File: config.mk
export PLATFORM = sky130hd
export DESIGN_NAME = spike_rate_decoder
export DESIGN_NICKNAME = d
export VERILOG_FILES = /design/src/rtl/spike_rate_decoder.sv
export SDC_FILE = /design/constraint.sdc
export NUM_CORES = 1
export LEC_CHECK = 0
export ABC_AREA = 1
export ABC_CLOCK_PERIOD_IN_PS = 1200
export CAP_MARGIN = 20
export CORE_UTILIZATION = 50
export DETAILED_ROUTE_END_ITERATION = 8
export PLACE_DENSITY = 0.75
export REMOVE_ABC_BUFFERS = 1
export SYNTH_ARGS = -nofsm -noshare
export SYNTH_HDL_FRONTEND = slang
export SYNTH_SLANG_ARGS = --single-unit
File: constraint.sdc
create_clock -name clk -period 1.2 [get_ports clk]
set_input_delay 0.12 -clock clk [delete_from_list [all_inputs] [get_ports clk]]
set_output_delay 0.12 -clock clk [all_outputs]
set_load 0.01 [all_outputs]
File: src/rtl/spike_rate_decoder.sv
// Spike decoder: turns a 1-bit spike train back into numbers.
// Rate code = spikes per WINDOW-cycle window, handed off with valid/ack.
// Timing code = inter-spike interval in cycles, flagged by a 1-cycle pulse.
// Both counters saturate at 2^CNT_W-1.
module spike_rate_decoder #(
    parameter int WINDOW = 200,
    parameter int CNT_W  = 8
) (
    input  logic             clk,
    input  logic             rst,
    input  logic             en,
    input  logic             spike,
    output logic [CNT_W-1:0] rate,
    output logic             rate_valid,
    input  logic             rate_ack,
    output logic             overrun,
    output logic [CNT_W-1:0] isi,
    output logic             isi_valid
);

    localparam int WIN_W = (WINDOW > 2) ? $clog2(WINDOW) : 1;
    localparam logic [WIN_W-1:0] WIN_LAST = WIN_W'(WINDOW - 1);
    localparam logic [CNT_W-1:0] CNT_MAX  = {CNT_W{1'b1}};
    localparam logic [CNT_W-1:0] CNT_ONE  = CNT_W'(1);

    typedef enum logic {
        IDLE,
        COUNT
    } state_t;

    state_t           state;
    state_t           state_next;
    logic             counting;
    logic             window_end;
    logic [WIN_W-1:0] win_cnt;
    logic [CNT_W-1:0] spk_cnt;
    logic [CNT_W-1:0] spk_sum;
    logic [CNT_W-1:0] isi_cnt;
    logic [CNT_W-1:0] isi_inc;
    logic             first_seen;

    // State register: IDLE while disabled, COUNT while decoding.
    always_ff @(posedge clk or posedge rst) begin
        if (rst) begin
            state <= IDLE;
        end else begin
            state <= state_next;
        end
    end

    // Next state; counting is only true on cycles that actually accumulate.
    always_comb begin
        state_next = state;
        counting   = 1'b0;
        case (state)
            IDLE: begin
                if (en) begin
                    state_next = COUNT;
                end
            end
            COUNT: begin
                if (!en) begin
                    state_next = IDLE;
                end else begin
                    counting = 1'b1;
                end
            end
            default: state_next = IDLE;
        endcase
    end

    // Saturating next values and the last-window-cycle flag.
    always_comb begin
        window_end = counting && (win_cnt == WIN_LAST);
        spk_sum    = (spike && (spk_cnt != CNT_MAX)) ? spk_cnt + CNT_ONE : spk_cnt;
        isi_inc    = (isi_cnt != CNT_MAX) ? isi_cnt + CNT_ONE : isi_cnt;
    end

    // Window and spike counters; held at zero outside COUNT so entry starts clean.
    always_ff @(posedge clk or posedge rst) begin
        if (rst) begin
            win_cnt <= '0;
            spk_cnt <= '0;
        end else if (!counting) begin
            win_cnt <= '0;
            spk_cnt <= '0;
        end else if (window_end) begin
            win_cnt <= '0;
            spk_cnt <= '0;
        end else begin
            win_cnt <= win_cnt + WIN_W'(1);
            spk_cnt <= spk_sum;
        end
    end

    // Interval tracking; the first spike after entry only arms the measurement.
    always_ff @(posedge clk or posedge rst) begin
        if (rst) begin
            isi_cnt    <= '0;
            first_seen <= 1'b0;
            isi        <= '0;
            isi_valid  <= 1'b0;
        end else begin
            isi_valid <= 1'b0;
            if (!counting) begin
                isi_cnt    <= '0;
                first_seen <= 1'b0;
            end else if (spike) begin
                isi_cnt    <= CNT_ONE;
                first_seen <= 1'b1;
                if (first_seen) begin
                    isi       <= isi_cnt;
                    isi_valid <= 1'b1;
                end
            end else begin
                isi_cnt <= isi_inc;
            end
        end
    end

    // Rate hand-off: a new sample always wins over a same-cycle ack; losing an unacked one sets overrun.
    always_ff @(posedge clk or posedge rst) begin
        if (rst) begin
            rate       <= '0;
            rate_valid <= 1'b0;
            overrun    <= 1'b0;
        end else if (window_end) begin
            rate       <= spk_sum;
            rate_valid <= 1'b1;
            if (rate_valid && !rate_ack) begin
                overrun <= 1'b1;
            end
        end else if (rate_valid && rate_ack) begin
            rate_valid <= 1'b0;
        end
    end

endmodule
==> flow_metrics.env <==
export IMPL_finalHoldViolCount=0
export IMPL_violations="setup timing"
export IMPL_rsz0062_at_grt="yes"
export IMPL_synth_area_leaders="dfrtp_1 54%, nand2_1 11%, nor2_1 6.3%"
export IMPL_r2r_start="win_cnt[0]"
export IMPL_slowest_delay_ns=0.40
export IMPL_synth_top_cell_area_share=0.540
export IMPL_worstPathArrival_ns=1.62
export IMPL_rr_endpoint="rate[5]"
export IMPL_required_ns=1.45
export IMPL_avgSynthCellArea_um2=8.59
export IMPL_grt_pass1_vias=1895
export IMPL_clk_pin_slew_worst_paths_ns=0.08
export IMPL_ir_drop_mv=0.735
export IMPL_crit_type="flop to flop"
export IMPL_pwr_share_seq=0.511
export IMPL_fin_cells=366
export IMPL_end_kind="flop"
export IMPL_num_vias=1956
export IMPL_p_sw_w=0.000737
export IMPL_grt_pass1_wl_um=8130
export IMPL_dp_hpwl_um=2990
export IMPL_syn_area_um2=2090
export IMPL_yosysUniqueCellTypes=25
export IMPL_area_growth_pct=52.3
export IMPL_first_pass_iters=4
export IMPL_leakagePower_nw=1.54
export IMPL_critPathSlowestCell="dfrtp_1"
export IMPL_ioPinCount=24
export IMPL_yosysTopAreaCell="dfrtp_1"
export IMPL_finClkSkew_ns=0.00630
export IMPL_wl_um=5560
export IMPL_critPathLaunchType="flop"
export IMPL_tightest_slew_ns=0.314
export IMPL_max_freq_mhz=725
export IMPL_diodes=0
export IMPL_fp_dieH_um=66.6
export IMPL_powerDensity_nw_per_um2=992
export IMPL_via_per_inst=5.34
export IMPL_layout_setup_ws_ns=-0.179
export IMPL_routabilityCongestion=0.821
export IMPL_status="complete, but fails checks"
export IMPL_ys_seq_area_frac=0.540
export IMPL_netlist_instances=243
export IMPL_hold_class="input port to asynchronous set/reset pin"
export IMPL_antenna_found_initial=0
export IMPL_grt_ovfl_total=0
export IMPL_finalNetCount=323
export IMPL_wire_per_inst_um=15.2
export IMPL_gr_usage_all_layers=0.248
export IMPL_timing_final_crit_period_ns=1.38
export IMPL_r2r_cells=9
export IMPL_fin_area_um2=3180
export IMPL_drc=0
export IMPL_relSlewSlack=0.789
export IMPL_die_w_um=66.6
export IMPL_post_route_period_util=1.15
export IMPL_rows=23
export IMPL_layout_common_cells="42 x nand2_1, 42 x dfrtp_1, 34 x buf_4"
export IMPL_finalSetupViolCount=31
export IMPL_ant_nets=0
export IMPL_cts_buffer_depth=2
export IMPL_r2r_slack_ns=-0.18
export IMPL_intPower_w=0.00242
export IMPL_layout_drive_gt1_share=0.399
export IMPL_drt_iter0_markers=146
export IMPL_grt_max_degree=46
export IMPL_ys_ff_latch=45
export IMPL_crit_fanout=8
export IMPL_slew_violations=0
export IMPL_die_area_um2=4440
export IMPL_yosysWarnings=0
export IMPL_numPortBuffers=23
export IMPL_insertion_delay_ns=0.30
export IMPL_p_sw_frac=0.234
export IMPL_cts_tree="done"
export IMPL_coreArea_um2=4000
export IMPL_htree_levels=2
export IMPL_combinationalPowerShare=0.110
export IMPL_numCtsBuffers=5
export IMPL_cap_violations=0
export IMPL_cts_sink_count=45
export IMPL_cts_root_buf="clkbuf_8"
export IMPL_place_inst=346
export IMPL_cp_cell_sequence="ha_4 > nand2_4 > nor2_4 > buf_6 > nand3_4 > buf_12 > inv_6 > nand3_2 > nand2_1"
export IMPL_start_util=0.522
export IMPL_placed_area_um2=2640
export IMPL_p_clk_frac=0.379
## kinds of logic (layout without fill, tap and decap cells)
kind of cell    after synthesis  count (layout)  share of synthesized area
simple gates                132             132                      0.272
flops                        45              45                      0.540
buf+inv                      32             105                     0.0707
compound gates               24              24                     0.0665
xor+xnor                      4               4                     0.0168
fa+ha+maj                     3               3                     0.0180
mux                           3               3                     0.0162
## power groups by stage
| stage | Combinational [W] | Sequential [W] | Clock, W |
|---|---|---|---|
| 6_report | 0.000346 | 0.00161 | 0.00120 |
| 5_1_grt | 0.000378 | 0.00162 | 0.00127 |
| 4_1_cts | 0.000297 | 0.00160 | 0.00121 |
| 3_5_place_dp | 0.000317 | 0.00163 | 0 |
| 3_3_place_gp | 0.000309 | 0.00162 | 0 |
| 2_1_floorplan | 0.000117 | 0.00165 | 0 |
## state kept, by name, indices dropped and copies added (netlist names)
signal / flops
isi: 8
isi_cnt: 8
rate: 8
spk_cnt: 8
win_cnt: 8
first_seen: 1
isi_valid: 1
overrun: 1
rate_valid: 1
state: 1
## stage by stage
step	setup TNS [ns]	power [W]	util	hold WS (ns)	setup WS, ns
3_3_place_gp	-10.21	0.00193	0.659	0.460	-0.350
4_1_cts	-2.59	0.00311	0.735	0.181	-0.134
2_1_floorplan	-2.79	0.00177	-	0.151	-0.174
6_report	-3.39	0.00315	0.795	0.165	-0.179
5_1_grt	-5.71	0.00327	0.795	0.187	-0.257
3_5_place_dp	-11.36	0.00195	0.659	0.470	-0.375
## area by class of cell
cell class	instances	area, µm²
clock buffer	6	82.6
clock inverter	2	37.5
fill	255	821
inverter	27	109
multi-input combinational	166	1100
sequential	45	1130
tap	50	62.6
timing repair buffer	70	653
## cell usage after synthesis, drive strengths merged
library cell,instances
buf,5
ha,3
mux2,3
dfrtp,45
xnor2,1
o21ai,11
or2,1
nand4,7
a21oi,11
nand2,62
a31oi,1
xor2,3
nand3b,1
inv,27
o21bai,1
nor3,4
nand3,20
nor2,37
## worst max path at each step
stage / to / slack [ns] / cells after the start / start
after floorplan: rate[7] / -0.17 / 9 / spk_cnt[0]
after global placement: isi[5] / -0.35 / 4 / spike
after detailed placement: isi[5] / -0.37 / 4 / spike
after CTS: spk_cnt[4] / -0.13 / 7 / win_cnt[1]
after global routing: rate[3] / -0.26 / 9 / spk_cnt[0]
final: rate[5] / -0.18 / 9 / win_cnt[0]
## layer usage
metal / up-vias / share of wire / GRT usage
li1: 919 / - / -
met1: 953 / 0.37 / 0.291
met2: 64 / 0.54 / 0.424
met3: 20 / 0.042 / 0.0651
met4: 0 / 0.041 / 0.109
met5: - / 0 / 0
## critical path, delay by kind of cell (launching register included)
family	cells	cell delay [ns]
fa+ha+maj	1	0.16
simple gates	5	0.40
buf+inv	3	0.36
flops	1	0.40
## repair_timing
| action | 4_1_cts | 5_1_grt |
|---|---|---|
| pin swaps | 15 | 15 |
| setup buffers | 4 | 10 |
| endpoints found under the setup margin | 53 | 41 |
| hold buffers | 0 | 0 |
| resized for setup | 65 | 55 |
| endpoints found under the hold margin | 0 | 0 |
| gates cloned | 1 | 0 |
Power figures use the tool's default switching activity.
